===== config.mk =====
export PLATFORM = sky130hd
export DESIGN_NAME = wb_cdb_arbiter
export DESIGN_NICKNAME = d
export VERILOG_FILES = /design/src/rtl/types_pkg.sv /design/src/rtl/wb_skid_fifo.sv /design/src/rtl/wb_cdb_arbiter.sv
export SDC_FILE = /design/constraint.sdc
export NUM_CORES = 1
export LEC_CHECK = 0
export BUFFER_PORTS_ARGS = -buffer_cell sky130_fd_sc_hd__buf_2
export CORE_AREA = 2 2 246 127
export DETAILED_ROUTE_END_ITERATION = 10
export DIE_AREA = 0 0 248 129
export GPL_TIMING_DRIVEN = 0
export PLACE_DENSITY = 0.86
export SYNTH_ARGS = -nofsm -noshare
export SYNTH_HDL_FRONTEND = slang
export SYNTH_SLANG_ARGS = --single-unit

===== constraint.sdc =====
create_clock -name clk -period 5 [get_ports clk]
set_clock_uncertainty 0.2 [all_clocks]
set_input_delay 0.75 -clock clk [delete_from_list [all_inputs] [get_ports clk]]
set_output_delay 0.75 -clock clk [all_outputs]
set_load 0.01 [all_outputs]

===== src/rtl/types_pkg.sv =====
// Shared types for the writeback / common data bus path: CDB beat layout,
// source index constants and the ROB age comparison used for flush squashing.
package types_pkg;

  localparam int CDB_PD_W   = 7;
  localparam int CDB_ROB_W  = 5;
  localparam int CDB_DATA_W = 32;

  localparam int CDB_SRC_ALU = 0;
  localparam int CDB_SRC_B   = 1;
  localparam int CDB_SRC_MEM = 2;

  typedef struct packed {
    logic                  valid;
    logic [CDB_PD_W-1:0]   pd;
    logic [CDB_DATA_W-1:0] data;
    logic [CDB_ROB_W-1:0]  rob;
  } cdb_data_t;

  // Ages are measured as distance past the mispredicted branch in the circular
  // ROB; anything strictly between the branch and the allocation tail is younger.
  function automatic logic rob_younger(input logic [CDB_ROB_W-1:0] tag,
                                       input logic [CDB_ROB_W-1:0] mis_tag,
                                       input logic [CDB_ROB_W-1:0] tail);
    logic [CDB_ROB_W-1:0] d_tag;
    logic [CDB_ROB_W-1:0] d_tail;
    d_tag  = tag - mis_tag;
    d_tail = tail - mis_tag;
    return (d_tag != '0) && (d_tag < d_tail);
  endfunction

endpackage


===== src/rtl/wb_skid_fifo.sv =====
// Per-source skid FIFO for the CDB arbiter. Holds completed results until they
// win the bus, and carries a kill bit per entry so a mispredict can squash
// queued results that are younger than the branch.
module wb_skid_fifo
  import types_pkg::*;
#(
  parameter int DEPTH  = 2,
  parameter int PD_W   = CDB_PD_W,
  parameter int DATA_W = CDB_DATA_W,
  parameter int ROB_W  = CDB_ROB_W
) (
  input  logic              clk,
  input  logic              reset,
  input  logic              i_valid,
  input  logic [PD_W-1:0]   i_pd,
  input  logic [DATA_W-1:0] i_data,
  input  logic [ROB_W-1:0]  i_rob,
  input  logic              i_pop,
  input  logic              i_flush,
  input  logic [ROB_W-1:0]  i_mis_tag,
  input  logic [ROB_W-1:0]  i_tail,
  output logic              o_ready,
  output logic              o_nonempty,
  output logic              o_kill,
  output logic [PD_W-1:0]   o_pd,
  output logic [DATA_W-1:0] o_data,
  output logic [ROB_W-1:0]  o_rob
);

  localparam int PTR_W = $clog2(DEPTH);

  logic [PD_W-1:0]   r_pd   [DEPTH];
  logic [DATA_W-1:0] r_data [DEPTH];
  logic [ROB_W-1:0]  r_rob  [DEPTH];
  logic [DEPTH-1:0]  r_kill;
  logic [PTR_W-1:0]  r_rd_ptr;
  logic [PTR_W-1:0]  r_wr_ptr;
  logic [PTR_W:0]    r_count;

  logic              w_drop;
  logic              w_push;
  logic              w_pop;
  logic [DEPTH-1:0]  w_slot_young;

  // Ready depends only on the registered count, so a full FIFO popped this
  // cycle still refuses the incoming beat.
  assign o_ready    = (r_count < (PTR_W+1)'(DEPTH));
  assign o_nonempty = (r_count != '0);
  assign o_kill     = r_kill[r_rd_ptr];
  assign o_pd       = r_pd[r_rd_ptr];
  assign o_data     = r_data[r_rd_ptr];
  assign o_rob      = r_rob[r_rd_ptr];

  // A younger beat arriving during a mispredict completes its handshake but is
  // never stored.
  assign w_drop = i_flush && rob_younger(i_rob, i_mis_tag, i_tail);
  assign w_push = i_valid && o_ready && !w_drop;
  assign w_pop  = i_pop && o_nonempty;

  // Per-slot age test against the mispredicted branch.
  always_comb begin
    // NOTE: every combinational output gets a default first so no path leaves it unassigned and infers a latch.
    w_slot_young = '0;
    for (int j = 0; j < DEPTH; j++) begin
      w_slot_young[j] = rob_younger(r_rob[j], i_mis_tag, i_tail);
    end
  end

  // Pointers, occupancy and kill bits; these define what is queued and so are reset.
  always_ff @(posedge clk or posedge reset) begin
    if (reset) begin
      r_rd_ptr <= '0;
      r_wr_ptr <= '0;
      r_count  <= '0;
      r_kill   <= '0;
    end else begin
      // NOTE: state registers use non-blocking assignments so every flop samples pre-edge values regardless of statement order.
      for (int j = 0; j < DEPTH; j++) begin
        r_kill[j] <= r_kill[j] | (i_flush && w_slot_young[j]);
      end
      if (w_push) begin
        r_kill[r_wr_ptr] <= 1'b0;
        r_wr_ptr         <= r_wr_ptr + PTR_W'(1);
      end
      if (w_pop) begin
        r_rd_ptr <= r_rd_ptr + PTR_W'(1);
      end
      r_count <= r_count + (PTR_W+1)'(w_push) - (PTR_W+1)'(w_pop);
    end
  end

  // Entry payload storage, written on push.
  // NOTE: payload storage has no reset; the count and kill bits decide what is meaningful.
  always_ff @(posedge clk) begin
    if (w_push) begin
      r_pd[r_wr_ptr]   <= i_pd;
      r_data[r_wr_ptr] <= i_data;
      r_rob[r_wr_ptr]  <= i_rob;
    end
  end

endmodule


===== src/rtl/wb_cdb_arbiter.sv =====
// Writeback arbiter: N_SRC completing FUs share one registered CDB beat, which
// is also the PRF write port. Each source feeds a skid FIFO; live heads are
// granted round-robin, killed heads drain silently without using the grant.
// Optional build macro CDB_PERF_CNT_EN adds saturating beat/conflict counters.
module wb_cdb_arbiter
  import types_pkg::*;
#(
  parameter int N_SRC  = 3,
  parameter int DEPTH  = 2,
  parameter int PD_W   = CDB_PD_W,
  parameter int ROB_W  = CDB_ROB_W,
  parameter int DATA_W = CDB_DATA_W
) (
  input  logic                     clk,
  input  logic                     reset,
  input  logic [N_SRC-1:0]         src_valid,
  input  logic [N_SRC*PD_W-1:0]    src_pd,
  input  logic [N_SRC*DATA_W-1:0]  src_data,
  input  logic [N_SRC*ROB_W-1:0]   src_rob,
  output logic [N_SRC-1:0]         src_ready,
  input  logic [ROB_W-1:0]         curr_rob_tag,
  input  logic                     mispredict,
  input  logic [ROB_W-1:0]         mispredict_tag,
  output logic                     cdb_valid,
  output logic [PD_W-1:0]          cdb_pd,
  output logic [DATA_W-1:0]        cdb_data,
  output logic [ROB_W-1:0]         cdb_rob,
  output logic [$clog2(N_SRC)-1:0] cdb_src
`ifdef CDB_PERF_CNT_EN
  ,
  output logic [31:0]              perf_beats,
  output logic [31:0]              perf_conflicts
`endif
);

  localparam int SRC_W = $clog2(N_SRC);

  logic [N_SRC-1:0]  w_nonempty;
  logic [N_SRC-1:0]  w_kill;
  logic [N_SRC-1:0]  w_live;
  logic [N_SRC-1:0]  w_grant;
  logic [N_SRC-1:0]  w_pop;
  logic [PD_W-1:0]   w_head_pd   [N_SRC];
  logic [DATA_W-1:0] w_head_data [N_SRC];
  logic [ROB_W-1:0]  w_head_rob  [N_SRC];
  logic              w_found;
  logic [SRC_W-1:0]  w_win;
  logic              w_win_young;
  int                w_idx;
  logic [SRC_W-1:0]  r_rr;

  for (genvar i = 0; i < N_SRC; i++) begin : g_src
    wb_skid_fifo #(
      .DEPTH  (DEPTH),
      .PD_W   (PD_W),
      .DATA_W (DATA_W),
      .ROB_W  (ROB_W)
    ) u_fifo (
      .clk        (clk),
      .reset      (reset),
      .i_valid    (src_valid[i]),
      .i_pd       (src_pd[i*PD_W +: PD_W]),
      .i_data     (src_data[i*DATA_W +: DATA_W]),
      .i_rob      (src_rob[i*ROB_W +: ROB_W]),
      .i_pop      (w_pop[i]),
      .i_flush    (mispredict),
      .i_mis_tag  (mispredict_tag),
      .i_tail     (curr_rob_tag),
      .o_ready    (src_ready[i]),
      .o_nonempty (w_nonempty[i]),
      .o_kill     (w_kill[i]),
      .o_pd       (w_head_pd[i]),
      .o_data     (w_head_data[i]),
      .o_rob      (w_head_rob[i])
    );
  end

  assign w_live = w_nonempty & ~w_kill;

  // Round-robin pick of the first live head at or after the rr pointer; killed
  // heads are popped alongside without affecting the pick.
  always_comb begin
    w_found = 1'b0;
    w_win   = '0;
    w_idx   = 0;
    w_grant = '0;
    for (int k = 0; k < N_SRC; k++) begin
      w_idx = (int'(r_rr) + k) % N_SRC;
      if (!w_found && w_live[w_idx]) begin
        w_found = 1'b1;
        w_win   = SRC_W'(w_idx);
      end
    end
    if (w_found) begin
      w_grant[w_win] = 1'b1;
    end
    w_pop = w_grant | (w_nonempty & w_kill);
  end

  // A winner selected in the mispredict cycle is dropped if it is younger.
  assign w_win_young = mispredict &&
                       rob_younger(w_head_rob[w_win], mispredict_tag, curr_rob_tag);

  // CDB beat register and round-robin pointer.
  always_ff @(posedge clk or posedge reset) begin
    if (reset) begin
      r_rr      <= '0;
      cdb_valid <= 1'b0;
      cdb_pd    <= '0;
      cdb_data  <= '0;
      cdb_rob   <= '0;
      cdb_src   <= '0;
    end else if (w_found) begin
      r_rr <= (w_win == SRC_W'(N_SRC - 1)) ? '0 : w_win + SRC_W'(1);
      if (w_win_young) begin
        cdb_valid <= 1'b0;
      end else begin
        cdb_valid <= 1'b1;
        cdb_pd    <= w_head_pd[w_win];
        cdb_data  <= w_head_data[w_win];
        cdb_rob   <= w_head_rob[w_win];
        cdb_src   <= w_win;
      end
    end else begin
      cdb_valid <= 1'b0;
    end
  end

`ifdef CDB_PERF_CNT_EN
  logic [SRC_W:0] w_n_live;

  // Number of live heads competing this cycle.
  always_comb begin
    w_n_live = '0;
    for (int i = 0; i < N_SRC; i++) begin
      w_n_live = w_n_live + (SRC_W+1)'(w_live[i]);
    end
  end

  // Saturating performance counters.
  always_ff @(posedge clk or posedge reset) begin
    if (reset) begin
      perf_beats     <= '0;
      perf_conflicts <= '0;
    end else begin
      if (cdb_valid && (perf_beats != '1)) begin
        perf_beats <= perf_beats + 32'd1;
      end
      if ((w_n_live >= (SRC_W+1)'(2)) && (perf_conflicts != '1)) begin
        perf_conflicts <= perf_conflicts + 32'd1;
      end
    end
  end
`endif

endmodule

==> results of run 1 <==
## per-stage QoR
stage | setup TNS (ns) | cell area [um2]
final | 0 | 18800
after global routing | -0.889 | 18800
after floorplan | 0 | 15600
after CTS | 0 | 18500
after global placement | -543.40 | 17100
after detailed placement | -271.41 | 17300
## cells in the final DEF, fill, tap and decap left out, types with 4 or more instances in the layout
cell	instances
mux2_2	83
buf_6	9
ha_1	89
nand2b_1	22
o221ai_1	39
dfrtp_1	67
xnor2_2	4
xnor2_1	38
nor2_1	10
nor2b_1	11
or4_1	6
fa_1	10
mux2_1	4
clkinvlp_4	4
buf_12	7
diode_2	5
clkbuf_8	4
clkbuf_16	29
a41oi_1	6
edfxtp_1	264
inv_1	48
clkbuf_1	24
clkinv_2	8
buf_2	196
bufinv_16	4
xor2_1	12
o21ai_1	4
o21ai_0	10
a21oi_1	41
buf_4	19
a21o_1	36
nand2_1	47
mux2i_1	91
and2_2	6
## state kept, by name, indices dropped and copies added (netlist names)
signal	cells
cdb_data	32
cdb_pd	7
cdb_rob	5
cdb_src	2
cdb_valid	1
g_src.u_fifo.r_count	6
g_src.u_fifo.r_data	192
g_src.u_fifo.r_kill	6
g_src.u_fifo.r_pd	42
g_src.u_fifo.r_rd_ptr	3
g_src.u_fifo.r_rob	30
g_src.u_fifo.r_wr_ptr	3
r_rr	2
## cells by family after synthesis
group                      Yosys count
muxes                              181
AOI/OAI and AO/OA                  166
DFF                                331
buffers and inverters               89
and+or+nand+nor                    122
xor gates and xnor gates            56
adders and majority gates          103
## repair_timing
action | 4_1_cts | 5_1_grt
pin swaps | 6 | 11
cloned | 1 | 3
buffers inserted | 6 | 12
hold buffers | 1 | 0
gates resized for setup | 27 | 49
endpoints found under the setup margin | 265 | 202
endpoints found under the hold margin | 23 | 0
## worst max-delay path by stage
stage                             start                             to  slack (ns)  cells past startpoint
2_1_floorplan                   r_rr[0]                   cdb_data[10]        0.03                     19
3_3_place_gp          mispredict_tag[1]  g_src[2].u_fifo.r_data[0][14]       -1.93                     11
3_5_place_dp   g_src[1].u_fifo.r_rd_ptr                    cdb_data[9]       -1.45                     19
4_1_cts        g_src[1].u_fifo.r_rd_ptr                   cdb_data[30]        0.02                     18
5_1_grt                         r_rr[1]                    cdb_data[5]       -0.05                     19
6_report                        r_rr[0]                   cdb_data[25]        0.11                     19
## final cells by class
type	instances	area share (%)
multi-input cells	629	31.4
repair buffers	225	7.00
diodes	5	0.0666
flip-flops and latches	331	51.2
plain buffers	37	1.28
clock inverters	18	1.13
inverters	51	1.07
clock buffers	36	4.22
well taps	399	2.66
## power groups by stage
stage | Combinational, W | Sequential [W] | Clock, W
after floorplan | 0.00360 | 0.00402 | 0
after global routing | 0.00673 | 0.00401 | 0.00251
final | 0.00629 | 0.00396 | 0.00237
after global placement | 0.00501 | 0.00399 | 0
after detailed placement | 0.00529 | 0.00400 | 0
after CTS | 0.00564 | 0.00396 | 0.00239
## worst reg2reg max path, cell delays in order, from the launching register on
cell and delay (ns):
dfrtp_1 0.38, inv_1 0.08, ha_4 0.31, o21ai_1 0.09, a2111o_1 0.49, buf_12 0.18
o22ai_4 0.19, a31oi_4 0.07, ha_4 0.19, fa_2 0.53, inv_1 0.05, ha_1 0.27
a21o_1 0.15, a21o_1 0.17, a21o_1 0.23, a221oi_4 0.42, o32ai_4 0.16, buf_6 0.19
buf_6 0.14, mux2_2 0.29
## per-layer routing
layer	wire length, um	up-vias
met5	34	-
met4	915	6
met3	3530	73
met2	18300	452
met1	18300	5045
li1	-	4503
==> summary.md, run 1 <==
| Metric | Value |
|---|---|
| Placer Congestion | `0.867` |
| Met1 Use GR | `36.4%` |
| Busiest grt layer | `met2` |
| XOR/XNOR Fraction of Synth Area | `3.24%` |
| Multi-input gate area | `5900 um2` |
| Synth Net Count | `1299` |
| Tot GR Track Use | `25.5%` |
| Sw Share | `37.7%` |
| Clock power share | `18.8%` |
| Worst-Skew Late Latency | `0.57 ns` |
| Die ar. | `32000 um2` |
| Top area cells in the synthesized netlist | `edfxtp_1 51%, dfrtp_1 11%, ha_1 7.4%, mux2i_1 6.0%, mux2_2 6.0%` |
| DRC violations left | `0` |
| Number of routed nets with antenna violations | `0` |
| Starting density of the core | `52.4%` |
| R2R depth | `19` |
| Setup CP Type | `reg2reg` |
| Critical-path top delay cell | `fa_2` |
| Cells along the critical path | `inv_1, ha_4, o21ai_1, a2111o_1, buf_12, o22ai_4, a31oi_4, ha_4, fa_2, inv_1, ha_1, a21o_1, a21o_1, a21o_1, a221oi_4, o32ai_4, buf_6, buf_6, mux2_2` |
| Via Count | `10079` |
| Routing usage on met3 | `6.22%` |
| Max-slew violation count | `0` |
| Syn Inst Count | `1048` |
| Post-synth EDFFs | `264` |
| Simple-Gate Fraction of Synth Area | `3.96%` |
| WL final | `41100 um` |
| Commonest cells post-synth | `264 x edfxtp_1, 94 x mux2i_1, 92 x ha_1` |
| Vias per cell | `5.82` |
| Core Area | `29800 um2` |
| FMAX | `0.204 GHz` |
| Worst slew pin tran | `1.01 ns` |
| Worst min path class | `in2reg` |
| Number of synthesized register bits | `331` |
| Yosys cell types | `52` |
| Fillers | `2161` |
| PD cells | `673 nW/um2` |
| Gate power share | `49.8%` |
| Drt wl/cell | `23.8 um` |
| Site row count | `45` |
| Mapped Area | `15600 um2` |
| # setup viols final | `0` |
| Detailed Routing Iterations Pass 1 | `5` |
| Pint | `0.00787 W` |
| Adder-Cell Fraction of Synth Area | `8.78%` |
| Req. time, crit path | `5.25 ns` |
| First-pass GRT wire length | `60500 um` |
| Worst reg-to-reg setup slack | `0.11 ns` |
| IO Pins | `198` |
| Number of global-route vias before repair | `10300` |
| RR Startpoint | `r_rr[0]` |
| Max_slew headroom | `32.9%` |
| Ratio of final minimum period to clock period | `97.8%` |
| Critical Path Fanout Max | `7` |
| Most frequent cell after synthesis | `edfxtp_1` |
| Max_cap viols | `0` |
| Detailed-placement wirelength estimate | `28400 um` |
| Peak VDD IR | `0.332 mV` |
| Hold path cells | `1` |
| Die width | `248 um` |
| Initial DRC count | `872` |
| P_sw | `0.00475 W` |
| Pleak | `7.55 nW` |
| # port buffers | `196` |
| Largest net degree at the start of global routing | `45` |
| Setup ws final | `0.110 ns` |
| Pre-CTS setup slack | `-1.45 ns` |
| Post-synth top area share | `50.8%` |
| TritonCTS clock tree | `done` |
| Crit-path leading delay family | `compound AO/OA/AOI/OAI gates` |
| Final #Nets | `1555` |
| Ratio of cells with drive above 1 in the final layout | `31.3%` |
| CTS sink cnt | `331` |
| CP most frequent cell | `a21o_1` |
| Total power | `0.0126 W` |
| Clock transition at the registers of the reported paths | `0.07 ns` |
| Ys async rst share | `20.2%` |
| Seq/Total Area, Yosys | `61.5%` |
| Status | `finished clean` |
| WHS | `0.166 ns` |
| Crit Reg-Reg Endpoint | `cdb_data[25]` |
| CP Launch Type | `register` |
| Synth Area in Compound Gates | `7.75%` |
| Avg Synthesized Cell Area | `14.9 um2` |
| Worst Path Buf+Inv | `5` |
| Root Buffer Master | `clkbuf_16` |
| Placed insts | `1650` |
| Reg area | `9600 um2` |
| Util after Layout | `63.0%` |
| Largest family of logic cells by synthesized area | `multiplexers` |
| HP Start | `src_data[2]` |
| Element type at the critical path end | `register` |
| Tmin final | `4.89 ns` |
| Total clock buffers created by CTS | `29` |
| Hold path endpoint | `g_src[0].u_fifo.r_data[1][2]` |
| Power share of the sequential group | `31.4%` |
| Post-synth top area cell | `edfxtp_1` |
| Layout Cells excl Fill | `1731` |
| Critical path data arrival time | `5.14 ns` |
| Ys Warns | `0` |
| Multiplexer share of the synthesized area | `12.3%` |
| Longest Clk Path Bufs | `3` |
| GRT Residual Overflow | `0` |
| Primary FF master, synth | `edfxtp_1` |
| Chip height | `129 um` |
| Synth-to-layout area growth | `20.3%` |
| Initial antenna violation count | `7` |
| Grt met2 use | `39.5%` |
| Final hold vios | `0` |
| Worst path max stage delay | `0.53 ns` |
| Max H-tree Level | `1` |
(Power assumes the default switching activity.)
==> inputs of run 2 (changes only) <==
--- a/config.mk
+++ b/config.mk
@@ -5,10 +5,11 @@
 export SDC_FILE = /design/constraint.sdc
 export NUM_CORES = 1
 export LEC_CHECK = 0
+export ABC_AREA = 1
 export BUFFER_PORTS_ARGS = -buffer_cell sky130_fd_sc_hd__buf_2
-export CORE_AREA = 2 2 246 127
+export CORE_AREA = 2 2 248 128
 export DETAILED_ROUTE_END_ITERATION = 10
-export DIE_AREA = 0 0 248 129
+export DIE_AREA = 0 0 250 130
 export GPL_TIMING_DRIVEN = 0
 export PLACE_DENSITY = 0.86
 export SYNTH_ARGS = -nofsm -noshare
==> run 2 against run 1 <==
- clock-buffer cell count is 6 higher
- core utilization down 2.0 points
- synthesized area rose by 1.2%
- final area hardly changed
- worst setup slack lost 0.015 ns
- non-clock buffer count grew 17
- first-iteration DRC count up 76%
- routed wire length up 13%
==> summary.md, run 2 <==
| Metric | Value |
|---|---|
| Worst slew pin tran | `1.04 ns (+0.0312 ns)` |
| Chip height | `130 um (+0.78%)` |
| Vias per cell | `5.98 (+2.7%)` |
| Worst-Skew Late Latency | `0.57 ns (about the same)` |
| Largest registers | `g_src.u_fifo.r_data: 192 flops, g_src.u_fifo.r_pd: 42 flops, cdb_data: 32 flops` |
| Setup CP Type | `reg2reg` |
| Post-synth top area cell | `edfxtp_1` |
| Status | `finished clean` |
| Drt wl/cell | `23.1 um (-2.7%)` |
| Synth Net Count | `1579 (+22%)` |
| Fillers | `2367 (+9.5%)` |
| Max_slew headroom | `30.8% (-2.1 points)` |
| Die ar. | `32500 um2 (+1.6%)` |
| Syn Inst Count | `1328 (+27%)` |
| Ys async rst share | `20.2% (unchanged)` |
| Most frequent cell after synthesis | `edfxtp_1` |
| Clock transition at the registers of the reported paths | `0.07 ns (about the same)` |
| Number of global-route vias before repair | `11584 (+12%)` |
| Initial antenna violation count | `6 (-1)` |
| Post-synth EDFFs | `264 (unchanged)` |
| Longest Clk Path Bufs | `3 (unchanged)` |
| Via Count | `12047 (+20%)` |
| DRC violations left | `0 (unchanged)` |
| CP Launch Type | `register` |
| WL final | `46600 um (+13%)` |
| Largest net degree at the start of global routing | `55 (+22%)` |
| Req. time, crit path | `5.24 ns (about the same)` |
| Post-synth top area share | `50.2% (-0.62 points)` |
| Crit-path leading delay family | `simple AND/OR/NAND/NOR gates` |
| IO Pins | `198 (unchanged)` |
| CTS sink cnt | `331 (unchanged)` |
| FMAX | `0.204 GHz (-0.31%)` |
| Die width | `250 um (+0.81%)` |
| Starting density of the core | `51.4% (-0.99 points)` |
| Ratio of final minimum period to clock period | `98.1% (+0.30 points)` |
| Worst path max stage delay | `0.38 ns (-0.15 ns)` |
| Mapped Area | `15800 um2 (+1.2%)` |
| Synth-to-layout area growth | `18.7%` |
| Final hold vios | `0 (unchanged)` |
| Max H-tree Level | `1 (unchanged)` |
| Site row count | `46 (+2.2%)` |
| Max-slew violation count | `0 (unchanged)` |
| TritonCTS clock tree | `done` |
| Critical path data arrival time | `5.14 ns (about the same)` |
| Placer Congestion | `0.951 (+9.6%)` |
| RSZ-0062 raised after global routing | `yes` |
| Flip-flop count of the largest register after layout | `192 (unchanged)` |
| Critical Path Fanout Max | `10 (+3)` |
| # setup viols final | `0 (unchanged)` |
| Most common cell after layout, fill and taps aside | `edfxtp_1` |
| Max_cap viols | `0 (unchanged)` |
| Ys Warns | `0 (unchanged)` |
| Final #Nets | `1831 (+18%)` |
| Number of routed nets with antenna violations | `0 (unchanged)` |
| Tot GR Track Use | `28.0% (+2.5 points)` |
| Ratio of cells with drive above 1 in the final layout | `27.3% (-4.0 points)` |
| Avg Synthesized Cell Area | `11.9 um2 (-20%)` |
| GRT Residual Overflow | `0 (unchanged)` |
| Total clock buffers created by CTS | `28 (-3.4%)` |
| WHS | `0.169 ns (+0.00284 ns)` |
| Most frequent cells in the layout | `264 x edfxtp_1, 199 x buf_2, 184 x nand2_1` |
| Detailed Routing Iterations Pass 1 | `6 (+1)` |
| Critical-path top delay cell | `dfrtp_1` |
| Yosys cell types | `40 (-23%)` |
| Commonest cells post-synth | `264 x edfxtp_1, 186 x nand2_1, 109 x or2_2` |
| Root Buffer Master | `clkbuf_16` |
| # port buffers | `197 (+0.51%)` |
| Detailed-placement wirelength estimate | `33200 um (+17%)` |
| Tmin final | `4.91 ns (+0.0152 ns)` |
| Core Area | `30700 um2 (+3.2%)` |
| Seq/Total Area, Yosys | `60.8% (-0.75 points)` |
| Initial DRC count | `1531 (+76%)` |
| Top reg by flops | `g_src.u_fifo.r_data` |
| Worst min path class | `in2reg` |
| Number of synthesized register bits | `331 (unchanged)` |
| Top area cells in the synthesized netlist | `edfxtp_1 50%, dfrtp_1 11%, ha_1 7.3%, nand2_1 4.4%, or2_2 4.3%` |
| Primary FF master, synth | `edfxtp_1` |
| First-pass GRT wire length | `67500 um (+12%)` |
| Worst Path Buf+Inv | `9 (+4)` |
| Element type at the critical path end | `register` |
run 2: cell types whose count changed after synthesis, moves of 39 or more:
cell / before / now
mux2_2: 83 / 0
o211ai_1: 3 / 42
nand3_1: 2 / 87
nand2_1: 48 / 186
mux2i_1: 94 / 9
o21ai_0: 15 / 82
or2_2: 3 / 109
run 2: kinds of logic after synthesis:
group | Yosys count | synth area share (%)
XOR/XNOR | 52 | 2.88
multiplexers | 9 | 0.570
buffers and inverters | 141 | 3.93
adder cells (fa/ha/maj) | 103 | 8.68
AO/OA/AOI/OAI | 229 | 9.07
AND/OR/NAND/NOR | 463 | 14.1
flip-flops | 331 | 60.8
run 2: path summary, 6_finish.rpt:
check	startpoint	to	slack (ns)	cells past startpoint
worst min register to register	cdb_data[23]	cdb_data[23]	0.27	2
worst max register to register	r_rr[0]	cdb_data[2]	0.09	27
min in group asynchronous	reset	cdb_data[31]	0.47	3
worst min-delay path	src_data[59]	g_src[1].u_fifo.r_data[0][27]	0.17	1
worst max-delay path	r_rr[0]	cdb_data[2]	0.09	27
max in group asynchronous	reset	cdb_data[2]	3.52	4
run 2: layout make-up:
class / count / area (um2) / area share (%)
antenna: 5 / 12.5 / 0.0667
buffer: 59 / 340 / 1.81
clock buffer: 42 / 806 / 4.30
clock inverter: 10 / 85.1 / 0.454
inverter: 82 / 333 / 1.77
multi-input combinational: 857 / 5760 / 30.7
sequential: 331 / 9600 / 51.2
tap: 408 / 510 / 2.72
timing repair buffer: 220 / 1300 / 6.95
timing repair inverter: 1 / 5.00 / 0.0267
run 2: stage by stage:
stage          instances  util, %  worst slack (ns)  TNS [ns]  area (um2)
2_1_floorplan       1328        -            0.0728         0       15800
3_3_place_gp        1933     56.3             -1.93   -519.94       17300
3_5_place_dp        1942     57.1            -0.888   -201.34       17600
4_1_cts             1995     60.3            0.0134         0       18500
5_1_grt             2012     61.0            -0.139     -3.70       18700
6_report            2015     61.0            0.0947         0       18800
run 2: what timing repair did:
item,in CTS,in global routing
cloned,0,2
resized for setup,15,32
endpoints found under the setup margin,253,178
setup buffers,0,13
pin swaps,0,12
hold endpoints to repair,13,0
hold buffers,1,0
run 2: layer usage:
| metal | GRT usage, % | up-vias | share of wire [%] |
|---|---|---|---|
| li1 | - | 5292 | - |
| met1 | 39.9 | 5841 | 41 |
| met2 | 43.0 | 781 | 43 |
| met3 | 6.86 | 129 | 12 |
| met4 | 8.81 | 4 | 3.4 |
| met5 | 0 | - | 0.049 |
run 2: worst reg2reg max path, stage by stage, from the launching register on:
cell and delay (ns):
dfrtp_1 0.38, inv_1 0.11, ha_4 0.31, clkinvlp_4 0.16, nand3_1 0.13, nand3_1 0.09
nand2_2 0.09, nand4_1 0.15, nand2_2 0.17, inv_2 0.08, buf_8 0.12, buf_4 0.13
o21a_1 0.15, nor3_4 0.21, inv_1 0.10, fa_2 0.37, o21ai_2 0.16, xor2_1 0.18
inv_1 0.06, nand4_1 0.12, nand2_1 0.07, ha_1 0.28, a211oi_2 0.22, nand2_1 0.13
buf_6 0.17, buf_4 0.20, nand3_1 0.14, nand2_1 0.08
Power of run 2 is not shown: default switching activity piles up to over one toggle a cycle in this logic, so the estimate is an artifact.
==> inputs of run 3 (changes only) <==
--- a/config.mk
+++ b/config.mk
@@ -7,11 +7,12 @@
 export LEC_CHECK = 0
 export ABC_AREA = 1
 export BUFFER_PORTS_ARGS = -buffer_cell sky130_fd_sc_hd__buf_2
-export CORE_AREA = 2 2 248 128
+export CORE_AREA = 2 2 257 132
 export DETAILED_ROUTE_END_ITERATION = 10
-export DIE_AREA = 0 0 250 130
+export DIE_AREA = 0 0 259 134
 export GPL_TIMING_DRIVEN = 0
 export PLACE_DENSITY = 0.86
 export SYNTH_ARGS = -nofsm -noshare
 export SYNTH_HDL_FRONTEND = slang
+export SYNTH_HIERARCHICAL = 1
 export SYNTH_SLANG_ARGS = --single-unit
==> run 3 against run 2 <==
- core utilization up 1.3 points
- global-route usage fell by 1.2 points
- routed wire length grew 1.4%
- final area up 8.0%
- critical path depth grew 5
- non-clock buffer count is 3 lower
- sequential share of layout area decreased by 3.8 points
- critical endpoint is now cdb_data[30]
- critical path type unchanged
==> summary.md, run 3 <==
| Metric | Value |
|---|---|
| Top reg by flops | `g_src.u_fifo/r_data` |
| Chip height | `134 um (+3.1%)` |
| Avg Synthesized Cell Area | `10.8 um2 (-9.0%)` |
| Via Count | `12715 (+5.5%)` |
| Initial antenna violation count | `5 (-1)` |
| Number of global-route vias before repair | `12336 (+6.5%)` |
| Final #Nets | `2081 (+14%)` |
| Util after Layout | `62.3% (+1.3 points)` |
| Hold path cells | `1 (unchanged)` |
| Ratio of cells with drive above 1 in the final layout | `28.3% (+1.0 points)` |
| Largest family of logic cells by synthesized area | `simple AND/OR/NAND/NOR gates` |
| Post-synth top area share | `46.6% (-3.6 points)` |
| Seq/Total Area, Yosys | `56.5% (-4.3 points)` |
| Top area cells in the synthesized netlist | `edfxtp_1 47%, dfrtp_1 9.9%, nand2_1 9.6%, mux2_2 8.5%, ha_1 6.4%` |
| Clock transition at the registers of the reported paths | `0.07 ns (about the same)` |
| Post-synth EDFFs | `264 (unchanged)` |
| Detailed-placement wirelength estimate | `33900 um (+2.3%)` |
| Site row count | `47 (+2.2%)` |
| Largest registers | `g_src.u_fifo/r_data: 192 flops, g_src.u_fifo/r_pd: 42 flops, cdb_data: 32 flops` |
| Critical path data arrival time | `5.06 ns (-0.08 ns)` |
| Busiest grt layer | `met2` |
| Die width | `259 um (+3.6%)` |
| Total clock buffers created by CTS | `29 (+3.6%)` |
| CTS sink cnt | `331 (unchanged)` |
| GRT Residual Overflow | `0 (unchanged)` |
| Req. time, crit path | `5.25 ns (about the same)` |
| Worst min path class | `in2reg` |
| Most common cell after layout, fill and taps aside | `nand2_1` |
| HP Start | `src_data[92]` |
| Longest Clk Path Bufs | `3 (unchanged)` |
| Syn Inst Count | `1570 (+18%)` |
| FMAX | `0.208 GHz (+2.0%)` |
| IO Pins | `198 (unchanged)` |
| Core Area | `32500 um2 (+5.8%)` |
| TritonCTS clock tree | `done` |
| Worst Path Buf+Inv | `9 (unchanged)` |
| Worst path max stage delay | `0.41 ns (+0.03 ns)` |
| Most frequent cell after synthesis | `nand2_1` |
| R2R depth | `32 (+19%)` |
| Largest net degree at the start of global routing | `35 (-36%)` |
| Tot GR Track Use | `26.8% (-1.2 points)` |
| RR Startpoint | `g_src[0].u_fifo/r_rd_ptr` |
| Grt met2 use | `40.8% (-2.3 points)` |
| Finished layout cell area | `20300 um2 (+8.0%)` |
| Hold path endpoint | `g_src[2].u_fifo/r_data[1][28]` |
| Adder-Cell Fraction of Synth Area | `8.05% (-0.63 points)` |
| Post-synth top area cell | `edfxtp_1` |
| Setup CP Type | `reg2reg` |
| Max_cap viols | `0 (unchanged)` |
| Most frequent cells in the layout | `427 x nand2_1, 264 x edfxtp_1, 205 x buf_2` |
| Final hold vios | `0 (unchanged)` |
| Critical Path Fanout Max | `10 (unchanged)` |
| Die ar. | `34700 um2 (+6.8%)` |
| Met1 Use GR | `39.7% (-0.14 points)` |
| Synth Area in Compound Gates | `2.28% (-6.8 points)` |
| Simple-Gate Fraction of Synth Area | `17.9% (+3.8 points)` |
| Element type at the critical path end | `register` |
| Ys async rst share | `20.2% (unchanged)` |
| Max_slew headroom | `42.7% (+12 points)` |
| Tmin final | `4.81 ns (-0.0951 ns)` |
| Flip-flop count of the largest register after layout | `192 (unchanged)` |
| Status | `finished clean` |
| Ys Warns | `6 (+6)` |
| Synth-to-layout area growth | `19.1%` |
| DRC violations left | `0 (unchanged)` |
| Drt wl/cell | `20.5 um (-11%)` |
| WL final | `47200 um (+1.4%)` |
| Initial DRC count | `1428 (-6.7%)` |
| Worst Setup SP | `g_src[0].u_fifo/r_rd_ptr` |
| Placer Congestion | `0.907 (-4.6%)` |
| Root Buffer Master | `clkbuf_16` |
| First-pass GRT wire length | `70400 um (+4.2%)` |
| Placed inst area | `18700 um2 (+6.4%)` |
| # setup viols final | `0 (unchanged)` |
| Fillers | `2542 (+7.4%)` |
| Worst slew pin tran | `0.859 ns (-0.178 ns)` |
| Detailed Routing Iterations Pass 1 | `7 (+1)` |
| XOR/XNOR Fraction of Synth Area | `1.75% (-1.1 points)` |
| Synth Net Count | `1819 (+15%)` |
| Starting density of the core | `52.3% (+0.89 points)` |
| Routing usage on met3 | `5.42% (-1.4 points)` |
| Multiplexer share of the synthesized area | `8.47% (+7.9 points)` |
| Critical-path top delay cell | `dfrtp_1` |
| Primary FF master, synth | `edfxtp_1` |
| Max-slew violation count | `0 (unchanged)` |
| Vias per cell | `5.52 (-7.6%)` |
| Max H-tree Level | `1 (unchanged)` |
| Crit-path leading delay family | `simple AND/OR/NAND/NOR gates` |
| # port buffers | `197 (unchanged)` |
| Mapped Area | `17000 um2 (+7.6%)` |
| Number of synthesized register bits | `331 (unchanged)` |
| Number of routed nets with antenna violations | `0 (unchanged)` |
| Worst-Skew Late Latency | `0.56 ns (about the same)` |
| CP Launch Type | `register` |
| Setup TNS | `0 ns (unchanged)` |
| Commonest cells post-synth | `436 x nand2_1, 264 x edfxtp_1, 175 x nand3_1` |
| Ratio of final minimum period to clock period | `96.2% (-1.9 points)` |
| Yosys cell types | `35 (-13%)` |
| Crit Reg-Reg Endpoint | `cdb_data[30]` |
| Worst reg-to-reg setup slack | `0.19 ns (+0.10 ns)` |
[run 3: cell count changes in the layout (fill, tap and decap cells not counted), sizes merged, moves of 9 or more]
cell    before  now
buf        241  258
clkbuf      79   57
inv         80  157
mux2         0  128
mux2i        9    0
nand2      190  456
nand3       89  187
nand4       16    7
o211ai      42    0
o21ai       82   16
o221ai      39    0
or2        109    3
xor2        33   10
[run 3: layout make-up]
type,instances,area [um2],area share (%)
clock inverter,14,181,0.896
antenna,6,15.0,0.0741
inverter,156,588,2.90
sequential,331,9610,47.4
clock buffer,40,817,4.03
multi-input combinational,1038,6710,33.1
timing repair buffer,233,1410,6.97
buffer,43,375,1.85
tap,441,552,2.72
[run 3: stage by stage]
stage | hold WS, ns | setup WS (ns) | std cells
4_1_cts | 0.153 | 0.00206 | 2279
3_3_place_gp | 0.252 | -1.17 | 2208
5_1_grt | 0.155 | -0.0225 | 2299
2_1_floorplan | 0.263 | 0.312 | 1570
3_5_place_dp | 0.254 | -1.18 | 2215
6_report | 0.173 | 0.190 | 2302
[run 3: timing repair]
| action | CTS | global route |
|---|---|---|
| pin swaps | 6 | 11 |
| setup buffers | 11 | 14 |
| gates cloned | 0 | 3 |
| hold buffers | 1 | 0 |
| endpoints found under the hold margin | 18 | 0 |
| setup endpoints to repair | 47 | 47 |
| resized for setup | 40 | 39 |
[run 3: cells by family (layout without fill, tap and decap cells)]
group / count (synthesis) / in the layout
AO/OA/AOI/OAI: 69 / 69
XOR/XNOR: 34 / 34
adder cells (fa/ha/maj): 101 / 101
buffers and inverters: 201 / 486
flip-flops: 331 / 331
multiplexers: 128 / 128
other: 0 / 6
AND/OR/NAND/NOR: 706 / 706
[run 3: worst max-delay path by stage]
| stage | to | slack, ns | depth (start not counted) |
|---|---|---|---|
| floorplan | cdb_src[1] | 0.31 | 31 |
| global placement | cdb_rob[2] | -1.17 | 29 |
| detailed placement | cdb_rob[3] | -1.18 | 29 |
| CTS | cdb_pd[0] | 0.002 | 33 |
| global route | cdb_pd[4] | -0.02 | 30 |
| finish | cdb_data[30] | 0.19 | 32 |
[run 3: per-layer routing]
layer | up-vias | part of all wire, %
met5 | - | 0.030
met4 | 2 | 2.1
met3 | 74 | 11
met2 | 653 | 44
met1 | 6121 | 43
li1 | 5865 | -
[run 3: worst register-to-register path: cells and delay by family (launching register included)]
kind	cells	cell delay, ns
flip-flops	1	0.41
adder cells (fa/ha/maj)	3	0.81
AND/OR/NAND/NOR	15	1.40
XOR/XNOR	1	0.19
buffers and inverters	9	1.05
AO/OA/AOI/OAI	4	0.63
Power of run 3 is left out for the same reason.
